`src/rtl/uart_rx_os16.sv`:
```
// UART receiver with 16x oversampling, 2-of-3 majority voting per bit,
// optional parity, and a single-entry output holding register with overrun detection.
`timescale 1ns/1ps
module uart_rx_os16 #(
  parameter int DATA_BITS  = 8,
  parameter int PARITY_EN  = 0,
  parameter int PARITY_ODD = 0
) (
  input  logic       clk,
  input  logic       rst_n,
  input  logic       os_tick,
  input  logic       rx_in,
  input  logic       rx_ready,
  output logic [7:0] rx_data,
  output logic       rx_valid,
  output logic       frame_err,
  output logic       parity_err,
  output logic       overrun_err,
  output logic       rx_busy
);

  localparam logic [2:0] S_IDLE      = 3'd0;
  localparam logic [2:0] S_START     = 3'd1;
  localparam logic [2:0] S_DATA      = 3'd2;
  localparam logic [2:0] S_PARITY    = 3'd3;
  localparam logic [2:0] S_STOP      = 3'd4;
  localparam logic [2:0] S_WAIT_IDLE = 3'd5;

  localparam logic [2:0] LAST_BIT = 3'(DATA_BITS - 1);
  localparam logic       HAS_PAR  = (PARITY_EN != 0);
  localparam logic       ODD      = (PARITY_ODD != 0);

  logic       sync1_q, sync1_d;
  logic       rxs_q, rxs_d;
  logic [2:0] state_q, state_d;
  logic [3:0] tick_q, tick_d;
  logic [2:0] bit_idx_q, bit_idx_d;
  logic [7:0] shift_q, shift_d;
  logic       s7_q, s7_d;
  logic       s8_q, s8_d;
  logic       par_bad_q, par_bad_d;
  logic       load_pend_q, load_pend_d;
  logic [7:0] pend_data_q, pend_data_d;
  logic [7:0] rx_data_q, rx_data_d;
  logic       rx_valid_q, rx_valid_d;
  logic       frame_err_q, frame_err_d;
  logic       parity_err_q, parity_err_d;
  logic       overrun_err_q, overrun_err_d;
  logic       maj;

  // Majority uses the live synchronized sample as the third vote at index 9.
  assign maj = (s7_q & s8_q) | (s7_q & rxs_q) | (s8_q & rxs_q);

  always_comb begin
    sync1_d       = rx_in;
    rxs_d         = sync1_q;
    state_d       = state_q;
    tick_d        = tick_q;
    bit_idx_d     = bit_idx_q;
    shift_d       = shift_q;
    s7_d          = s7_q;
    s8_d          = s8_q;
    par_bad_d     = par_bad_q;
    load_pend_d   = 1'b0;
    pend_data_d   = pend_data_q;
    rx_data_d     = rx_data_q;
    rx_valid_d    = rx_valid_q;
    frame_err_d   = 1'b0;
    parity_err_d  = 1'b0;
    overrun_err_d = 1'b0;

    case (state_q)
      S_IDLE: begin
        if (os_tick && !rxs_q) begin
          state_d   = S_START;
          tick_d    = 4'd1;
          bit_idx_d = 3'd0;
          shift_d   = 8'h00;
          par_bad_d = 1'b0;
        end
      end
      S_WAIT_IDLE: begin
        if (rxs_q) state_d = S_IDLE;
      end
      default: begin
        if (os_tick) begin
          tick_d = tick_q + 4'd1;
          if (tick_q == 4'd7) s7_d = rxs_q;
          if (tick_q == 4'd8) s8_d = rxs_q;
          case (state_q)
            S_START: begin
              if (tick_q == 4'd9 && maj) begin
                state_d = S_IDLE;
                tick_d  = 4'd0;
              end else if (tick_q == 4'd15) begin
                state_d = S_DATA;
              end
            end
            S_DATA: begin
              if (tick_q == 4'd9) shift_d[bit_idx_q] = maj;
              if (tick_q == 4'd15) begin
                if (bit_idx_q == LAST_BIT) state_d = HAS_PAR ? S_PARITY : S_STOP;
                else bit_idx_d = bit_idx_q + 3'd1;
              end
            end
            S_PARITY: begin
              if (tick_q == 4'd9) par_bad_d = maj ^ (^shift_q) ^ ODD;
              if (tick_q == 4'd15) state_d = S_STOP;
            end
            S_STOP: begin
              // Decide early at index 9 so a following start edge is not missed.
              if (tick_q == 4'd9) begin
                tick_d = 4'd0;
                if (!maj) begin
                  frame_err_d = 1'b1;
                  state_d     = S_WAIT_IDLE;
                end else if (par_bad_q) begin
                  parity_err_d = 1'b1;
                  state_d      = S_IDLE;
                end else begin
                  load_pend_d = 1'b1;
                  pend_data_d = shift_q;
                  state_d     = S_IDLE;
                end
              end
            end
            default: state_d = S_IDLE;
          endcase
        end
      end
    endcase

    if (load_pend_q) begin
      if (rx_valid_q && !rx_ready) begin
        overrun_err_d = 1'b1;
      end else begin
        rx_data_d  = pend_data_q;
        rx_valid_d = 1'b1;
      end
    end else if (rx_valid_q && rx_ready) begin
      rx_valid_d = 1'b0;
    end
  end

  always_ff @(posedge clk or negedge rst_n) begin
    if (!rst_n) begin
      sync1_q       <= 1'b1;
      rxs_q         <= 1'b1;
      state_q       <= S_IDLE;
      tick_q        <= 4'd0;
      bit_idx_q     <= 3'd0;
      shift_q       <= 8'h00;
      s7_q          <= 1'b1;
      s8_q          <= 1'b1;
      par_bad_q     <= 1'b0;
      load_pend_q   <= 1'b0;
      pend_data_q   <= 8'h00;
      rx_data_q     <= 8'h00;
      rx_valid_q    <= 1'b0;
      frame_err_q   <= 1'b0;
      parity_err_q  <= 1'b0;
      overrun_err_q <= 1'b0;
    end else begin
      sync1_q       <= sync1_d;
      rxs_q         <= rxs_d;
      state_q       <= state_d;
      tick_q        <= tick_d;
      bit_idx_q     <= bit_idx_d;
      shift_q       <= shift_d;
      s7_q          <= s7_d;
      s8_q          <= s8_d;
      par_bad_q     <= par_bad_d;
      load_pend_q   <= load_pend_d;
      pend_data_q   <= pend_data_d;
      rx_data_q     <= rx_data_d;
      rx_valid_q    <= rx_valid_d;
      frame_err_q   <= frame_err_d;
      parity_err_q  <= parity_err_d;
      overrun_err_q <= overrun_err_d;
    end
  end

  assign rx_data     = rx_data_q;
  assign rx_valid    = rx_valid_q;
  assign frame_err   = frame_err_q;
  assign parity_err  = parity_err_q;
  assign overrun_err = overrun_err_q;
  assign rx_busy     = (state_q != S_IDLE);

endmodule

```
`config.mk`:
```
export PLATFORM = sky130hd
export DESIGN_NAME = uart_rx_os16
export DESIGN_NICKNAME = d
export VERILOG_FILES = /design/src/rtl/uart_rx_os16.sv
export SDC_FILE = /design/constraint.sdc
export NUM_CORES = 1
export LEC_CHECK = 0
export ABC_AREA = 0
export CORE_UTILIZATION = 49
export CTS_CLUSTER_SIZE = 20
export DETAILED_ROUTE_END_ITERATION = 7
export PLACE_DENSITY = 0.8
export SLEW_MARGIN = 5
export SYNTH_ARGS = -nofsm -noshare
export SYNTH_HDL_FRONTEND = slang
export SYNTH_SLANG_ARGS = --single-unit
```
`constraint.sdc`:
```
create_clock -name clk -period 2.14 [get_ports clk]
set_input_delay 0.321 -clock clk [delete_from_list [all_inputs] [get_ports clk]]
set_output_delay 0.321 -clock clk [all_outputs]
set_load 0.02 [all_outputs]
```
==> metrics.md <==
| Metric | Value |
|---|---|
| Proportion of layout cells with a drive suffix above 1 | `0.201` |
| Syn nets | `220` |
| ANT cells | `0` |
| H-Tree Depth | `2` |
| Drt pass-1 iters | `6` |
| Highest clock rate | `490 MHz` |
| Routed Antenna Nets | `0` |
| Clock Sinks | `44` |
| Worst VDD drop | `0.000777 V` |
| Worst hold slack | `0.0329 ns` |
| Post-Syn Instances | `210` |
| Vias | `1634` |
| Finish-stage setup viols | `0` |
| CTS clk-pin slew, worst paths | `0.09 ns` |
| Worst EP required | `1.82 ns` |
| Post-synthesis async set-or-reset flop share | `1.00` |
| Fin util | `0.599` |
| Die H | `70.5 µm` |
| Overall routing resource usage | `0.192` |
| I/O Pins | `18` |
| Initial Utilization | `0.518` |
| Hold buffers post-CTS | `0` |
| Pwr dens | `1070 mW/mm²` |
| Slew @ Worst Pin | `0.645 ns` |
| Largest area contributor in the netlist | `dfrtp_1` |
| HPWL after detailed placement | `3.02 mm` |
| Gates resized, CTS repair | `1` |
| Initial antenna violation count | `0` |
| CP max-delay cell | `clkdlybuf4s50_1` |
| HP Class | `in -> async` |
| Vias in the first global route | `1601` |
| Critical path class | `reg -> out` |
| Max-slew headroom | `0.570` |
| Tot Pwr | `2.85 mW` |
| Largest net degree at the start of global routing | `31` |
| Post-synth cell types | `54` |
| Worst Path Max Fanout | `11` |
| Synth Warn # | `0` |
| Total gr overflow | `0` |
| Violated checks | `DRC` |
| Synth top area share | `0.435` |
| EDFF count, synth | `0` |
| Layout area overhead | `15.5%` |
| Num CTS Buffers | `5` |
| Max Root-Sink Buffers | `2` |
| First-pass GRT wire length | `7.36 mm` |
| Post-synthesis average cell area | `11.0 µm²` |
| Die width | `70.5 µm` |
| IO Port Bufs | `17` |
| Cell Area, Synth | `0.00230 mm²` |
| Lkg Pwr | `1.23 nW` |
| Post-CTS setup buffers | `0` |
| DR vias/cell | `5.71` |
| Crit path arrival time | `1.72 ns` |
| 1st-iter DRT viols | `108` |
| Run status | `finished with violations` |
| Slowest stage delay, CP | `0.54 ns` |
| CP Launch Type | `flop` |
| CTS tree | `yes` |
| FP Rows | `24` |
| Max-cap viol count | `0` |
| Worst setup EP type | `output pin` |
| Fin. max-slew vios | `0` |
| Worst-Skew Late Latency | `0.30 ns` |
| Final wirelength | `4.18 mm` |
| CP cell instances | `nor3_2 > inv_1 > clkdlybuf4s50_1` |
| Crit path time final | `2.04 ns` |
| Sequential element share of the synthesized area | `0.480` |
| Fillers | `371` |
| Ys flop type | `dfrtp_1` |
| Wire length per cell | `14.6 µm` |
| Nets@finish | `243` |
| Root Buffer | `clkbuf_8` |
| Top cells by area, synth | `dfrtp_1 (43%), mux2_4 (5.2%), dfstp_2 (4.6%), mux2_2 (4.4%), nand2_1 (2.8%)` |
| Yosys reg bits | `44` |
| Worst Skew | `0.00672 ns` |
| Die Area | `0.00498 mm²` |
| Hold Vio Cnt, Final | `0` |
| RSZ-0062 raised after global routing | `no` |
| Final Wtd Congestion | `0.840` |
| Core area | `0.00444 mm²` |
| Final period util | `0.954` |
| DR DRC count | `2` |
==> worst max-delay path, delay by kind of cell (launching register included) <==
family | cells | cell delay (ns)
buf+inv | 2 | 0.65
flops | 1 | 0.52
simple gates | 1 | 0.24
==> registers in the layout, indices dropped and copies added (netlist names), 3 cells and up <==
register / flops
tick_q: 4
shift_q: 8
pend_data_q: 8
bit_idx_q: 3
state_q: 3
rx_data: 8
==> where the power goes <==
part	total (mW)	internal, mW	leakage [nW]	switching (mW)
combinational	1.05	0.474	0.592	0.571
clock	0.648	0.351	0.0583	0.296
sequential	1.15	0.960	0.581	0.193
total	2.85	1.79	1.23	1.06
==> cells in the mapped netlist, types with 3 or more instances <==
cell type and n:
or3_1 5, o31ai_1 5, ha_1 5, nand2b_1 3, mux2_4 8, nand2_1 17
nor2_1 5, nor3_1 4, nor2b_1 4, a31oi_1 6, inv_1 14, mux2i_1 3
a21oi_1 4, buf_4 3, o21ai_0 10, o21ai_1 8, mux2_2 9, nand3_1 4
buf_2 5, dfstp_2 4, xnor2_1 6, dfrtp_1 40
==> per-stage QoR <==
stage / TNS [ns] / instance area (µm²) / setup slack, ns / cells
after floorplan: 0 / 2300 / 0.287 / 210
after global placement: 0 / 2540 / 0.0259 / 278
after detailed placement: -0.0269 / 2540 / -0.0149 / 278
after CTS: 0 / 2660 / 0.0529 / 286
after global routing: 0 / 2660 / 0.0123 / 286
final: 0 / 2660 / 0.0991 / 286
==> final timing paths <==
kind,end,from,cells past startpoint,slack [ns]
setup / recovery,rx_busy,state_q[1],3,0.1
hold / removal,tick_q[0],rst_n,1,0.03
setup reg to reg,tick_q[3],tick_q[1],7,0.14
hold reg to reg,rxs_q,rxs_d,0,0.36
max in group asynchronous,shift_q[5],rst_n,2,1.55
min in group clk,rxs_q,rxs_d,0,0.36
==> placed cells by master (no fill, tap or decap), drive strengths merged, types with 6 or more instances in the layout <==
master          n
mux2           18
dfrtp          40
clkdlybuf4s50  16
xnor2           6
nor2            6
o21ai          18
inv            14
a31oi           6
buf            11
nand2          18
==> kinds of logic (layout without fill, tap and decap cells) <==
| kind of cell | count (synthesis) | count (layout) | synth area share |
|---|---|---|---|
| and+or+nand+nor | 57 | 57 | 0.141 |
| AOI/OAI and AO/OA | 50 | 50 | 0.147 |
| DFF | 44 | 44 | 0.480 |
| buffers and inverters | 25 | 49 | 0.0516 |
| muxes | 21 | 21 | 0.114 |
| xor gates and xnor gates | 7 | 7 | 0.0326 |
| adders and majority gates | 6 | 6 | 0.0332 |
==> cell type report <==
| type | count | area [µm²] | area share |
|---|---|---|---|
| Sequential cell | 44 | 1110 | 0.417 |
| Multi-Input combinational cell | 141 | 1080 | 0.405 |
| Timing Repair Buffer | 27 | 240 | 0.0903 |
| Clock buffer | 5 | 68.8 | 0.0259 |
| Tap cell | 52 | 65.1 | 0.0245 |
| Inverter | 14 | 52.6 | 0.0198 |
| Clock inverter | 3 | 47.5 | 0.0179 |
==> routing by layer <==
| metal | track usage | routed length [µm] |
|---|---|---|
| met1 | 0.273 | 1940 |
| met5 | 0 | 0 |
| met2 | 0.290 | 1920 |
| met3 | 0.0470 | 257 |
| met4 | 0.0644 | 60 |
No activity file was read; power rests on OpenSTA's default activity.
